File: src/rtl/pe_link_fifo.sv
// Show-ahead link FIFO feeding a mesh PE input port; head word is exposed
// combinationally and out_start doubles as the PE ap_start / pop strobe.
module pe_link_fifo #(
  parameter int unsigned DATA_WIDTH = 130,
  parameter int unsigned ADDR_BITS  = 3,
  parameter int unsigned AF_LEVEL   = 6
) (
  input  logic                  clk,
  input  logic                  reset,
  input  logic [DATA_WIDTH-1:0] in_data,
  input  logic                  in_valid,
  output logic                  in_ready,
  input  logic                  hold,
  output logic [DATA_WIDTH-1:0] out_data,
  output logic                  out_start,
  output logic [ADDR_BITS:0]    count,
  output logic                  almost_full,
  output logic                  empty
);

  localparam int unsigned DEPTH = 1 << ADDR_BITS;
  localparam logic [ADDR_BITS:0] FULL_COUNT = (ADDR_BITS + 1)'(DEPTH);
  localparam logic [ADDR_BITS:0] AF_COUNT   = (ADDR_BITS + 1)'(AF_LEVEL);

  logic [DATA_WIDTH-1:0] mem [DEPTH];
  logic [ADDR_BITS-1:0]  wr_ptr;
  logic [ADDR_BITS-1:0]  rd_ptr;
  logic                  push;
  logic                  pop;

  assign in_ready    = (count != FULL_COUNT);
  assign out_start   = (count != '0) && !hold;
  assign push        = in_valid && in_ready;
  assign pop         = out_start;
  assign almost_full = (count >= AF_COUNT);
  assign empty       = (count == '0);

  // Empty FIFO shows zeros rather than whatever the stale slot holds.
  assign out_data = (count != '0) ? mem[rd_ptr] : '0;

  always_ff @(posedge clk) begin
    if (reset && push)
      mem[wr_ptr] <= in_data;
  end

  always_ff @(posedge clk) begin
    if (!reset) begin
      wr_ptr <= '0;
      rd_ptr <= '0;
      count  <= '0;
    end else begin
      if (push)
        wr_ptr <= wr_ptr + 1'b1;
      if (pop)
        rd_ptr <= rd_ptr + 1'b1;
      case ({push, pop})
        2'b10:   count <= count + 1'b1;
        2'b01:   count <= count - 1'b1;
        default: count <= count;
      endcase
    end
  end

endmodule

File: config.mk
export PLATFORM = sky130hd
export DESIGN_NAME = pe_link_fifo
export DESIGN_NICKNAME = d
export VERILOG_FILES = /design/src/rtl/pe_link_fifo.sv
export SDC_FILE = /design/constraint.sdc
export NUM_CORES = 1
export LEC_CHECK = 0
export CORE_ASPECT_RATIO = 1.25
export CORE_MARGIN = 3
export CORE_UTILIZATION = 40
export DETAILED_ROUTE_END_ITERATION = 16
export GPL_TIMING_DRIVEN = 0
export PLACE_DENSITY_LB_ADDON = 0.1
export SETUP_SLACK_MARGIN = 0.3
export SYNTH_ARGS = -nofsm -noshare
export SYNTH_HDL_FRONTEND = slang
export SYNTH_SLANG_ARGS = --single-unit
File: constraint.sdc
create_clock -name clk -period 14.3 [get_ports clk]
set_clock_uncertainty 0.05 [all_clocks]
set_input_delay 2.86 -clock clk [delete_from_list [all_inputs] [get_ports clk]]
set_output_delay 2.86 -clock clk [all_outputs]
set_load 0.1 [all_outputs]
==> metrics <==
total power 10.1 mW; CTS resizes 0; RSZ-0062 raised after global routing false; CP Class input port to output port; post-synth top area share approximately 80%; Sw Share between 30% and 40%; post-route setup slack between 6 and 7 ns; synth warn 0; clock root cell clkbuf_16; row cnt 129; most frequent CP cell clkdlybuf4s50_1; crit start category input port; fin cells approximately 3600; Clk pwr share 25.8%; clock-pin transition on the worst setup and hold timing paths 0.06 ns; post-synth top area cell edfxtp_1; DR vias 19023; Post-DP HPWL 63800 um; Setup violations, final 0; worst-path cell chain clkdlybuf4s50_1 -> nor2_1 -> clkdlybuf4s50_1; most frequent cells in the layout edfxtp_1, clkdlybuf4s50_1, mux4_2; CP peak stage delay around 1.2 ns; initial antenna violation count 22; RD Place Congestion between 0.6 and 0.7; number of port buffers 271; Post-Syn Area per Cell 23.3 um2; crit share post-route 54.6%; starting density of the core 40.5%; crit-path max FO 5; core area 99300 um2; Placed Cells incl. Taps around 3400; Remaining Overflow, GRT 0; CTS sink cnt 1053; # DRC 0; vias per cell 5.24; # H-tree levels 3; Worst-Margin Slew 1.23 ns; dominant cells by area after synthesis edfxtp_1, mux4_2, mux2i_1, nor2_1, dfxtp_1; WL final roughly 95000 um; Lkg Pwr around 15 nW; commonest non-fill, non-tap cell in the layout edfxtp_1; IR Drop Worst-Case VDD 0.000208 V; Clock Path Buffers 3; Clock Latency Late Sink between 0.6 and 0.7 ns; Worst Path Required 11.39 ns; flops & latches, synth 1053; outcome completed; Critical Path AT 4.90 ns; power density over the cells 205 nW/um2; CTS buffer count 103; first-pass GRT wire length 139000 um; WL/cell 26.2 um; Hold Buf Count CTS 0; syn nets between 1500 and 2000; HP Class flop to flop; CTS tree built; Final #Nets 2362; Max Fclk 128 MHz; DP Worst Slack 6.51 ns; Top delay family on crit path buffers and inverters; first-pass detailed-route iteration total 4; post-CTS setup buffers 0; sw power roughly 4.0 mW; EDFF count, synth 1040; GRT Total Usage 18.4%; Pint 6.14 mW; CP max stage cell clkdlybuf4s50_1; Worst Setup End Kind output port; synthesis-to-layout area growth 23.1%; Seq/Total Area, Yosys 78.3%; Mapped Area 40200 um2; first-iteration detailed-routing DRC count 1421; sequential power share between 30 and 40%; Top FF cell, synth edfxtp_1; Final Hold Viols 0; Gate power share between 30% and 40%; Die Outline Area ~100000 um2; Max-Cap Viols 0; post-synth cell types 33; IO Pins 272; Period minus WS final 7.81 ns; Die Y-Extent 360 um; pin count of the biggest net entering global routing 24; Syn Inst Count about 1700; Routed Antenna Nets 0; ys async rst share 0%; Final Max Tran Viols 0; relative slew slack 17.5%; Critical path buffers and inverters 2; ratio of cells with drive above 1 in the final layout 26.8%; number of global-route vias before repair between 20000 and 25000; Die W roughly 290 um
==> cell type report <==
cell class | instances | area [um2]
fill | 8067 | 49800
sequential | 1053 | 31500
multi-input combinational | 579 | 8110
timing repair buffer | 396 | 4310
clock buffer | 129 | 2750
tap | 1310 | 1640
buffer | 90 | 652
clock inverter | 58 | 502
antenna | 18 | 45.0
==> worst register-to-register path, delay by kind of cell, from the launching register on <==
family	cells	cell delay, ns
flip-flops	1	0.52
buffers and inverters	7	1.34
AND/OR/NAND/NOR	4	1.18
==> registers in the layout (all words and copies together) (netlist names), named ones only <==
signal / flops
count: 4
mem: 1040
rd_ptr: 3
wr_ptr: 3
==> routing by layer <==
layer  global-route usage (%)  wire [um]  up-vias
met1                     24.2      39200    10199
met2                     30.7      48000      454
met4                     4.62       1620       10
met5                        0         69        -
li1                         -          -     8251
met3                     4.81       6260      109
==> per-stage QoR <==
| step | area, um2 | setup TNS, ns | hold slack, ns | util, % |
|---|---|---|---|---|
| floorplan | 40200 | 0 | 0.411 | - |
| global placement | 44600 | -8290.53 | 0.420 | 44.9 |
| detailed placement | 46200 | 0 | 0.437 | 46.5 |
| CTS | 49500 | 0 | 0.446 | 49.8 |
| global route | 49500 | 0 | 0.491 | 49.8 |
| finish | 49500 | 0 | 0.445 | 49.9 |
==> logic make-up after synthesis <==
family / synth area share [%]
compound gates: 0.177
xor+xnor: 0.109
fa+ha+maj: 0.156
buf+inv: 1.62
flops: 78.3
mux: 17.9
simple gates: 1.74
==> power by group through the flow <==
stage / clock network (mW) / logic, mW / registers (mW)
floorplan: 0 / 2.99 / 3.60
global placement: 0 / 4.07 / 3.60
detailed placement: 0 / 4.11 / 3.56
CTS: 2.70 / 4.12 / 3.49
global route: 2.83 / 4.22 / 3.50
finish: 2.62 / 4.03 / 3.49
==> worst paths after layout <==
check | from | endpoint | slack [ns] | cells past startpoint
min | wr_ptr[0] | wr_ptr[0] | 0.44 | 2
max | hold | out_start | 6.49 | 3
min reg2reg | wr_ptr[0] | wr_ptr[0] | 0.44 | 2
max reg2reg | count[2] | mem[0][77] | 10.89 | 11
==> Yosys cell counts (all sizes together), types with 2 or more instances <==
cell and number:
buf 73, nor2 133, nand3 4, o21ai 3, dfxtp 13, nand2b 2
and2 4, edfxtp 1040, a21boi 4, ha 5, a21oi 2, clkbuf 17
nand2 7, xor2 4, mux2i 133, nor3 6, mux4 260
Power figures use the tool's default switching activity.
